## src/rtl/radix_sequential_multiplicator_pkg.sv

```systemverilog
// Shared types and constants for the radix sequential multiplier, its interface and bench.
package sequential_multiplicator_pkg;
  typedef enum logic [1:0] {
    IDLE = 2'd0,
    CALC = 2'd1,
    DONE = 2'd2
  } mult_state_t;

  localparam int DEF_WIDTH          = 8;
  localparam int DEF_BITS_PER_CYCLE = 2;
  localparam int TB_WIDTH           = 8;
endpackage

```

## src/rtl/radix_sequential_multiplicator_if.sv

```systemverilog
// Start/done handshake bundle between a requester and the radix multiplier.
interface radix_sequential_multiplicator_if
  import sequential_multiplicator_pkg::*;
#(
  parameter int WIDTH = TB_WIDTH
);
  logic               start_in;
  logic               signed_in;
  logic [WIDTH-1:0]   multiplicand_in;
  logic [WIDTH-1:0]   multiplier_in;
  logic [2*WIDTH-1:0] product_out;
  logic               overflow_out;
  logic               done_out;
  logic               busy_out;

  modport master (
    output start_in, signed_in, multiplicand_in, multiplier_in,
    input  product_out, overflow_out, done_out, busy_out
  );

  modport slave (
    input  start_in, signed_in, multiplicand_in, multiplier_in,
    output product_out, overflow_out, done_out, busy_out
  );
endinterface

```

## src/rtl/radix_sequential_multiplicator_step.sv

```systemverilog
// One shift-add step: add mcand * low digit of the multiplier into the upper half, shift right.
module multiplicator_step #(
  parameter int WIDTH          = 8,
  parameter int BITS_PER_CYCLE = 2
) (
  input  logic [WIDTH-1:0] i_mcand,
  input  logic [WIDTH-1:0] i_acc,
  input  logic [WIDTH-1:0] i_mplier,
  output logic [WIDTH-1:0] o_acc,
  output logic [WIDTH-1:0] o_mplier
);
  localparam int PW = WIDTH + BITS_PER_CYCLE;
  localparam int DW = 2 * WIDTH;

  logic [PW-1:0] w_pp;
  logic [PW-1:0] w_sum;

  // acc + pp <= (2^W-1)*2^B, so PW bits never overflow
  assign w_pp  = PW'(i_mcand) * PW'(i_mplier[BITS_PER_CYCLE-1:0]);
  assign w_sum = PW'(i_acc) + w_pp;

  assign {o_acc, o_mplier} = DW'({w_sum, i_mplier} >> BITS_PER_CYCLE);
endmodule

```

## src/rtl/radix_sequential_multiplicator.sv

```systemverilog
// Sequential signed/unsigned multiplier retiring BITS_PER_CYCLE multiplier bits per clock.
module radix_sequential_multiplicator
  import sequential_multiplicator_pkg::*;
#(
  parameter int WIDTH          = DEF_WIDTH,
  parameter int BITS_PER_CYCLE = DEF_BITS_PER_CYCLE
) (
  input logic                             clock,
  input logic                             reset_in,
  radix_sequential_multiplicator_if.slave bus
);
  localparam int STEPS = WIDTH / BITS_PER_CYCLE;
  localparam int CW    = $clog2(STEPS + 1);

  generate
    if (WIDTH < 2) begin : g_bad_width
      $error("radix_sequential_multiplicator: WIDTH must be >= 2");
    end
    if (!(BITS_PER_CYCLE == 1 || BITS_PER_CYCLE == 2 || BITS_PER_CYCLE == 4) ||
        (WIDTH % BITS_PER_CYCLE) != 0) begin : g_bad_bpc
      $error("radix_sequential_multiplicator: BITS_PER_CYCLE must be 1, 2 or 4 and divide WIDTH");
    end
  endgenerate

  mult_state_t        r_state, w_state_nxt;
  logic               r_signed, r_neg, r_overflow;
  logic [WIDTH-1:0]   r_mcand, r_mplier, r_acc;
  logic [CW-1:0]      r_cnt;
  logic [2*WIDTH-1:0] r_product;

  logic               w_start, w_last, w_ovf;
  logic [WIDTH-1:0]   w_a_mag, w_b_mag, w_acc_nxt, w_mplier_nxt;
  logic [2*WIDTH-1:0] w_prod_mag, w_prod;
  logic [WIDTH:0]     w_hi_s;

  assign w_start = bus.start_in && (r_state != CALC);
  assign w_last  = (r_state == CALC) && (r_cnt == CW'(1));

  // -2^(W-1) negates to itself, which reads correctly as an unsigned magnitude
  assign w_a_mag = (bus.signed_in && bus.multiplicand_in[WIDTH-1]) ? -bus.multiplicand_in
                                                                   : bus.multiplicand_in;
  assign w_b_mag = (bus.signed_in && bus.multiplier_in[WIDTH-1]) ? -bus.multiplier_in
                                                                 : bus.multiplier_in;

  multiplicator_step #(
    .WIDTH          (WIDTH),
    .BITS_PER_CYCLE (BITS_PER_CYCLE)
  ) u_step (
    .i_mcand  (r_mcand),
    .i_acc    (r_acc),
    .i_mplier (r_mplier),
    .o_acc    (w_acc_nxt),
    .o_mplier (w_mplier_nxt)
  );

  assign w_prod_mag = {w_acc_nxt, w_mplier_nxt};
  assign w_prod     = r_neg ? -w_prod_mag : w_prod_mag;
  assign w_hi_s     = w_prod[2*WIDTH-1:WIDTH-1];
  assign w_ovf      = r_signed ? !((w_hi_s == '0) || (&w_hi_s))
                               : (|w_prod[2*WIDTH-1:WIDTH]);

  always_ff @(posedge clock) begin
    if (!reset_in) r_state <= IDLE;
    else           r_state <= w_state_nxt;
  end

  always_comb begin
    w_state_nxt = r_state;
    case (r_state)
      IDLE, DONE: if (bus.start_in) w_state_nxt = CALC;
      CALC:       if (r_cnt == CW'(1)) w_state_nxt = DONE;
      default:    w_state_nxt = IDLE;
    endcase
  end

  always_ff @(posedge clock) begin
    if (!reset_in) begin
      r_signed   <= 1'b0;
      r_neg      <= 1'b0;
      r_mcand    <= '0;
      r_mplier   <= '0;
      r_acc      <= '0;
      r_cnt      <= '0;
      r_product  <= '0;
      r_overflow <= 1'b0;
    end else if (w_start) begin
      r_signed <= bus.signed_in;
      r_neg    <= bus.signed_in & (bus.multiplicand_in[WIDTH-1] ^ bus.multiplier_in[WIDTH-1]);
      r_mcand  <= w_a_mag;
      r_mplier <= w_b_mag;
      r_acc    <= '0;
      r_cnt    <= CW'(STEPS);
    end else if (r_state == CALC) begin
      r_acc    <= w_acc_nxt;
      r_mplier <= w_mplier_nxt;
      r_cnt    <= r_cnt - CW'(1);
      if (w_last) begin
        r_product  <= w_prod;
        r_overflow <= w_ovf;
      end
    end
  end

  assign bus.product_out  = r_product;
  assign bus.overflow_out = r_overflow;
  assign bus.done_out     = (r_state == DONE);
  assign bus.busy_out     = (r_state == CALC);
endmodule

```

## src/flat_wrapper.sv

```systemverilog
// flat-port wrapper written by rule: the top's interface ports become plain ports
module radix_sequential_multiplicator_flat import sequential_multiplicator_pkg::*;
#(
  parameter int WIDTH          = DEF_WIDTH,
  parameter int BITS_PER_CYCLE = DEF_BITS_PER_CYCLE
)
  (clock, reset_in, bus_start_in, bus_signed_in, bus_multiplicand_in, bus_multiplier_in, bus_product_out, bus_overflow_out, bus_done_out, bus_busy_out);
  radix_sequential_multiplicator_if #(.WIDTH(WIDTH)) bus_i ();
  input logic clock;
  input logic reset_in;
  input wire logic [$bits(bus_i.start_in)-1:0] bus_start_in;
  input wire logic [$bits(bus_i.signed_in)-1:0] bus_signed_in;
  input wire logic [$bits(bus_i.multiplicand_in)-1:0] bus_multiplicand_in;
  input wire logic [$bits(bus_i.multiplier_in)-1:0] bus_multiplier_in;
  output wire logic [$bits(bus_i.product_out)-1:0] bus_product_out;
  output wire logic [$bits(bus_i.overflow_out)-1:0] bus_overflow_out;
  output wire logic [$bits(bus_i.done_out)-1:0] bus_done_out;
  output wire logic [$bits(bus_i.busy_out)-1:0] bus_busy_out;
  assign bus_i.start_in = bus_start_in;
  assign bus_i.signed_in = bus_signed_in;
  assign bus_i.multiplicand_in = bus_multiplicand_in;
  assign bus_i.multiplier_in = bus_multiplier_in;
  assign bus_product_out = bus_i.product_out;
  assign bus_overflow_out = bus_i.overflow_out;
  assign bus_done_out = bus_i.done_out;
  assign bus_busy_out = bus_i.busy_out;
  radix_sequential_multiplicator #(.WIDTH(WIDTH), .BITS_PER_CYCLE(BITS_PER_CYCLE)) u_core (.clock(clock), .reset_in(reset_in), .bus(bus_i));
endmodule
```

## config.mk

```make
export PLATFORM = sky130hd
export DESIGN_NAME = radix_sequential_multiplicator_flat
export DESIGN_NICKNAME = d
export VERILOG_FILES = /design/src/rtl/radix_sequential_multiplicator_pkg.sv /design/src/rtl/radix_sequential_multiplicator_if.sv /design/src/rtl/radix_sequential_multiplicator_step.sv /design/src/rtl/radix_sequential_multiplicator.sv /design/src/flat_wrapper.sv
export SDC_FILE = /design/constraint.sdc
export NUM_CORES = 1
export LEC_CHECK = 0
export ABC_AREA = 1
export CAP_MARGIN = 10
export CORE_AREA = 4 4 91 93
export DETAILED_ROUTE_END_ITERATION = 8
export DIE_AREA = 0 0 95 97
export PLACE_DENSITY = 0.68
export SETUP_SLACK_MARGIN = 0.3
export SYNTH_ARGS = -nofsm -noshare
export SYNTH_HDL_FRONTEND = slang
export SYNTH_SLANG_ARGS = --single-unit
export TNS_END_PERCENT = 5
```

## constraint.sdc

```tcl
create_clock -name clock -period 4.5 [get_ports clock]
set_input_delay 0.9 -clock clock [delete_from_list [all_inputs] [get_ports clock]]
set_output_delay 0.9 -clock clock [all_outputs]
set_load 0.02 [all_outputs]
```

==> run_results.csv, run 1 <==
group,metric,value,unit
sta,setup_viol,0,
logic_synthesis,synthSimpleGateAreaFrac,0.291,
setup_path,critPathLaunchType,"flip-flop",
logic_synthesis,ys_seq_area_frac,0.294,
logic_synthesis,synth_top_area_frac,0.294,
die,io_pins,39,
setup_path,ff2ff_setup_slack,1350,ps
grt,grt_max_degree,31,
final_layout,drive_gt1_frac,0.0747,
logic_synthesis,syn_area,3260,um2
place,gp_congestion,0.819,
power_and_ir_drop,p_leak,1.87,nW
sta,finalWorstSetupSlack,1350,ps
detailed_routing,via_count,3092,
power_and_ir_drop,p_total,0.985,mW
cts,ctsHoldBuffers,0,
detailed_routing,routedWlPerCell,11.5,um
final_layout,finish.utilization,0.509,
logic_synthesis,syn_nets,526,
place,dp_hpwl,5840,um
logic_synthesis,synth_common_cells,"nand2_1, inv_1, dfxtp_1",
detailed_routing,vias_per_cell,4.96,
detailed_routing,drt_iter0_drc,153,
cts,h-tree-depth,2,
sta,period_share,0.701,
setup_path,rr_endpoint,"u_core.bus.overflow_out",
sta,clock_skew,7.12,ps
cts,insertion_delay,310,ps
grt,first_global_vias,2819,
logic_synthesis,synth_cells,484,
setup_path,path_class,"reg -> reg",
sta,rsz0062_at_grt,"false",
power_and_ir_drop,ir_worst_vdd,0.129,mV
setup_path,critPathLaunch,"u_core.r_mplier[0]",
logic_synthesis,async_reset_ff_frac,0,
detailed_routing,drc_errors,0,
sta,tns,0,ps
setup_path,critPathCaptureType,"flip-flop",
setup_path,slowest_stage,"dfxtp_1",
die,core,7530,um2
die,die_area,9220,um2
logic_synthesis,synth_edf_count,0,
logic_synthesis,yosys_register_bits,48,
die,fp-row-count,32,
cts,numCtsBuffers,5,
place,dpl-instance-area,3730,um2
logic_synthesis,synthXorXnorAreaFrac,0.0211,
sta,worst_slew_pin_slew,630,ps
power_and_ir_drop,p_clk_frac,0.281,
logic_synthesis,yosysMostFrequentCell,"nand2_1",
logic_synthesis,yosysTopAreaCell,"dfxtp_1",
setup_path,critPathTopFamily,"adder cells",
min_path,hold_path_class,"reg -> reg",
sta,maxSlewViolCount,0,
flow_run,drv_cap,0,
place,dpl.cell_count,616,
power_and_ir_drop,internal_power,0.666,mW
setup_path,cpMostUsedCell,"nand2_1",
setup_path,worst_r2r_path_depth,19,
power_and_ir_drop,power_density,257,nW/um2
setup_path,worstReg2RegStart,"u_core.r_mplier[0]",
detailed_routing,wirelength,7200,um
outcome,status,"complete, no violations",
setup_path,arrival,3350,ps
grt,antenna_found_initial,0,
cts,cts_resized,0,
grt,grtUsageTotal,0.165,
die,start_util,0.434,
logic_synthesis,synth_area_leaders,"dfxtp_1, nand2_1, inv_1",
cts,cts_setup_buffers,0,
setup_path,crit_required,4700,ps
final_layout,final_nets,563,
final_layout,n_antenna_cell,0,
logic_synthesis,ys_types,46,
place,portBuffers,38,
setup_path,crit_fanout,9,
logic_synthesis,synth_compound_area_frac,0.166,
power_and_ir_drop,p_comb_frac,0.245,
die,die_height,97,um
logic_synthesis,synth_ff_type,"dfxtp_1",
logic_synthesis,synth_mux_area_frac,0,
grt,grt_pass1_wl,12400,um
detailed_routing,drtAntennaViolNets,0,
grt,gr-total-overflow,0,
die,die_w,95,um
power_and_ir_drop,swShare,0.323,
sta,slew_headroom,0.579,
cts,clock-sinks,48,
setup_path,path_cells,"nand2_1 > inv_1 > fa_1 > ha_1 > fa_1 > xnor2_2 > nand2_1 > nor2_1 > nand3_1 > nand3_1 > nand2_1 > inv_1 > nand2_1 > nor2_1 > nand2_1 > nand2_1 > nand2_1 > nand2_1 > a21oi_2",
final_layout,syn2layout_area_growth,17.4,%
sta,whs,477,ps
sta,fmax,317,MHz
power_and_ir_drop,p_switching,0.319,mW
logic_synthesis,synth_fa_ha_area_frac,0.103,
final_layout,finalNonFillerCells,624,
sta,layout_min_cycle_time,3150,ps
min_path,min_from,"u_core.r_acc[0]",
min_path,hold_depth,2,
cts,clk_path_buf_depth,2,
setup_path,cpPeakStageDelay,480,ps
power_and_ir_drop,power_frac_seq,0.474,
logic_synthesis,avgSynthCellArea,6.74,um2
cts,clockRootBuffer,"clkbuf_8",
final_layout,finalInstanceArea,3830,um2
logic_synthesis,synth_top_family_by_area,"simple AND/OR/NAND/NOR gates",
setup_path,cp.buffers_inverters,2,
place,pre_cts_ws,1370,ps
logic_synthesis,ys_warn_count,0,
cts,cts_tree,"done",
sta,finalHoldViolations,0,
cts,clk_pin_slew_worst_paths,90,ps
detailed_routing,dr.pass1.iters,4,
min_path,holdPathEnd,"u_core.r_acc[0]",
[registers in the layout, summed over array words and instances, names as in the netlist]
| register | count |
|---|---|
| u_core.r_signed | 1 |
| u_core.r_state | 2 |
| u_core.r_neg | 1 |
| u_core.r_mplier | 8 |
| u_core.r_acc | 8 |
| u_core.bus.overflow_out | 1 |
| u_core.r_mcand | 8 |
| u_core.bus.product_out | 16 |
| u_core.r_cnt | 3 |
[final cells by class]
cell class | count | area, um2
Fill cell | 784 | 3700
Multi-Input combinational cell | 334 | 1890
Sequential cell | 48 | 961
Timing Repair Buffer | 43 | 418
Inverter | 89 | 335
Tap cell | 102 | 128
Clock buffer | 6 | 82.6
Clock inverter | 2 | 13.8
[cell usage in the layout (no fill, tap or decap), types with 2 or more instances in the layout]
cell type        netlist  final
nand2_1              117    117
inv_1                 85     85
dfxtp_1               48     48
nor2_1                41     41
clkdlybuf4s50_1        0     38
o21ai_0               28     28
a21oi_1               28     28
nand3_1               24     24
ha_1                  14     14
nand2_2               12     12
fa_1                   8      8
nand3b_1               6      6
clkbuf_8               1      6
a31oi_1                5      5
o31ai_1                5      5
buf_4                  1      5
o211ai_1               4      4
xor2_1                 4      4
o221ai_1               4      4
o21bai_1               3      3
nor3_1                 3      3
nand3_2                3      3
o22ai_1                3      3
inv_2                  2      2
o21a_1                 2      2
xnor2_1                2      2
a32o_1                 2      2
clkinv_2               1      2
or2_2                  2      2
and3_1                 2      2
[how the worst max path moves through the flow]
stage / cells after the start / endpoint
2_1_floorplan: 18 / u_core.bus.overflow_out
3_3_place_gp: 19 / u_core.bus.overflow_out
3_5_place_dp: 19 / u_core.bus.overflow_out
4_1_cts: 19 / u_core.bus.overflow_out
5_1_grt: 19 / u_core.bus.overflow_out
6_report: 19 / u_core.bus.overflow_out
[tightest hold or removal path, stage by stage, from the launching register on]
cell and delay [ps]:
dfxtp_1 330, nand2_1 60, a21oi_1 50
[per-layer routing]
metal  routed length, um  GRT usage  vias up
li1                    -          -     1619
met2                3280      0.262       56
met3                 359     0.0295        7
met5                   0          0        -
met1                3490      0.225     1410
met4                  76     0.0488        0
[power by group through the flow]
| stage | sequential, mW | combinational [mW] | clock (mW) |
|---|---|---|---|
| CTS | 0.467 | 0.242 | 0.288 |
| finish | 0.467 | 0.241 | 0.277 |
| global route | 0.471 | 0.276 | 0.302 |
| detailed placement | 0.476 | 0.241 | 0 |
| floorplan | 0.471 | 0.174 | 0 |
| global placement | 0.475 | 0.235 | 0 |
[cells by family after synthesis]
kind of cell / Yosys count
buffers and inverters: 102
DFF: 48
adders and majority gates: 22
AOI/OAI and AO/OA: 90
xor gates and xnor gates: 7
and+or+nand+nor: 215
Power figures use the tool's default switching activity.
==> inputs of run 2 (changes only) <==
Settings changed: PLACE_DENSITY 0.68 to 0.7.
Clock period 4.5 ns to 2.75 ns, I/O delays scaled along.
==> run 2 against run 1 <==
The flow now finishes with violations (negative setup slack). Sequential power rose by 63%. Clock-buffer cell count stayed put. Sequential share of layout area shrank 2.4 points. Flip-flop and latch count is the same. Critical path type unchanged. Largest power group unchanged.
==> run_results.csv, run 2 (synthesis results as in run 1) <==
group,metric,value,unit
outcome,status,"finished, violations left",
outcome,violations,"negative setup slack",
power_and_ir_drop,ir_worst_vdd,0.227,mV
final_layout,regArea,968,um2
cts,clk_pin_slew_worst_paths,90,ps
setup_path,path_class,"reg -> reg",
final_layout,mostFrequentLayoutCells,"nand2_1, inv_1, dfxtp_1",
min_path,hold_path_class,"reg -> reg",
die,die_height,97,um
cts,ctsHoldBuffers,0,
place,dpl-instance-area,3960,um2
grt,first_global_vias,3094,
die,fp-row-count,32,
sta,setup_viol,3,
sta,worst_slew_pin_slew,442,ps
sta,fmax,346,MHz
setup_path,critPathLaunchType,"flip-flop",
power_and_ir_drop,power_density,406,nW/um2
sta,period_share,1.05,
detailed_routing,maxUsedRoutingLayer,"met4",
detailed_routing,wirelength,7840,um
cts,cts_tree,"done",
final_layout,final_nets,595,
sta,maxSlewViolCount,0,
final_layout,finalInstanceArea,4270,um2
flow_run,drv_cap,0,
final_layout,fill_cells,745,
setup_path,worstReg2RegStart,"u_core.r_mplier[1]",
cts,clockRootBuffer,"clkbuf_8",
setup_path,critPathCaptureType,"flip-flop",
setup_path,crit_required,3000,ps
detailed_routing,drc_errors,0,
die,core,7530,um2
cts,clock-sinks,48,
sta,finalWorstSetupSlack,-138,ps
setup_path,critPathLaunch,"u_core.r_mplier[1]",
sta,clock_skew,3.93,ps
grt,grt_max_degree,31,
min_path,min_from,"u_core.r_acc[0]",
detailed_routing,vias_per_cell,4.88,
cts,h-tree-depth,2,
detailed_routing,drtAntennaViolNets,0,
sta,rsz0062_at_grt,"true",
place,dp_hpwl,5990,um
final_layout,n_antenna_cell,0,
sta,whs,480,ps
cts,clk_path_buf_depth,2,
grt,gr-total-overflow,0,
detailed_routing,met3_length,303,um
power_and_ir_drop,p_leak,2.05,nW
grt,grtUsageTotal,0.177,
die,io_pins,39,
cts,insertion_delay,300,ps
detailed_routing,routedWlPerCell,12.0,um
die,die_w,95,um
detailed_routing,dr.pass1.iters,4,
grt,antenna_found_initial,0,
final_layout,syn2layout_area_growth,30.9,%
detailed_routing,wl_met2,3780,um
setup_path,arrival,3130,ps
place,portBuffers,38,
detailed_routing,drt_iter0_drc,98,
die,start_util,0.434,
grt,grt_pass1_wl,13500,um
die,die_area,9220,um2
setup_path,crit_fanout,6,
final_layout,multi_input_area,2070,um2
power_and_ir_drop,p_total,1.73,mW
detailed_routing,m1WireLength,3700,um
detailed_routing,via_count,3203,
sta,slew_headroom,0.704,
cts,numCtsBuffers,5,
final_layout,drive_gt1_frac,0.204,
final_layout,largest_reg_flops,16,
final_layout,layout_commonest_cell,"nand2_1",
sta,finalHoldViolations,0,
sta,layout_min_cycle_time,2890,ps
place,gp_congestion,0.787,
## run 2: final cells by class
type / instances / share of cell area
repair buffers: 75 / 0.158
flip-flops and latches: 48 / 0.227
clock buffers: 6 / 0.0193
inverters: 89 / 0.0785
multi-input cells: 334 / 0.485
clock inverters: 2 / 0.00322
well taps: 102 / 0.0299
## run 2: through the flow
stage	TNS [ps]	utilization	cells	worst slack [ps]
6_report	-331	0.568	656	-138
5_1_grt	-1280	0.568	656	-334
4_1_cts	-67.2	0.552	651	-67.2
3_5_place_dp	-158	0.527	642	-123
3_3_place_gp	-66.6	0.527	642	-66.6
2_1_floorplan	-1.34	-	484	-1.34
## run 2: path summary, 6_finish.rpt
check                                               end  slack [ps]  depth (start not counted)
worst min-delay path                    u_core.r_acc[0]         480                          2
worst max register to register  u_core.bus.overflow_out        -140                         20
worst min register to register          u_core.r_acc[0]         480                          2
worst max-delay path            u_core.bus.overflow_out        -140                         20
## run 2: critical path: stages (launching register included)
cell	delay (ps)
dfxtp_4	370
nand2_2	60
inv_2	30
fa_1	450
ha_2	220
fa_2	450
xnor2_4	260
nand2_1	80
nor2_1	100
nand3_1	110
nand2_1	70
nand2_1	60
nand2_2	70
inv_2	40
nand2_2	50
nor2_1	30
nand2_1	50
nand2_1	50
nand2_1	70
nand2_1	70
a21oi_2	120
## run 2: repair_timing
item / CTS / global route
setup endpoints to repair: 11 / 14
buffers inserted: 1 / 5
pin swaps: 25 / 30
resized for setup: 22 / 28
## run 2: power by group
group | internal (mW) | switching (mW) | total [mW]
Combinational | 0.227 | 0.287 | 0.515
Clock | 0.206 | 0.254 | 0.460
Sequential | 0.732 | 0.0273 | 0.759
Total | 1.17 | 0.568 | 1.73
## run 2: per-layer routing
layer / vias up / track usage
li1: 1684 / -
met1: 1455 / 0.241
met2: 59 / 0.298
met3: 5 / 0.0249
met4: 0 / 0.0322
met5: - / 0
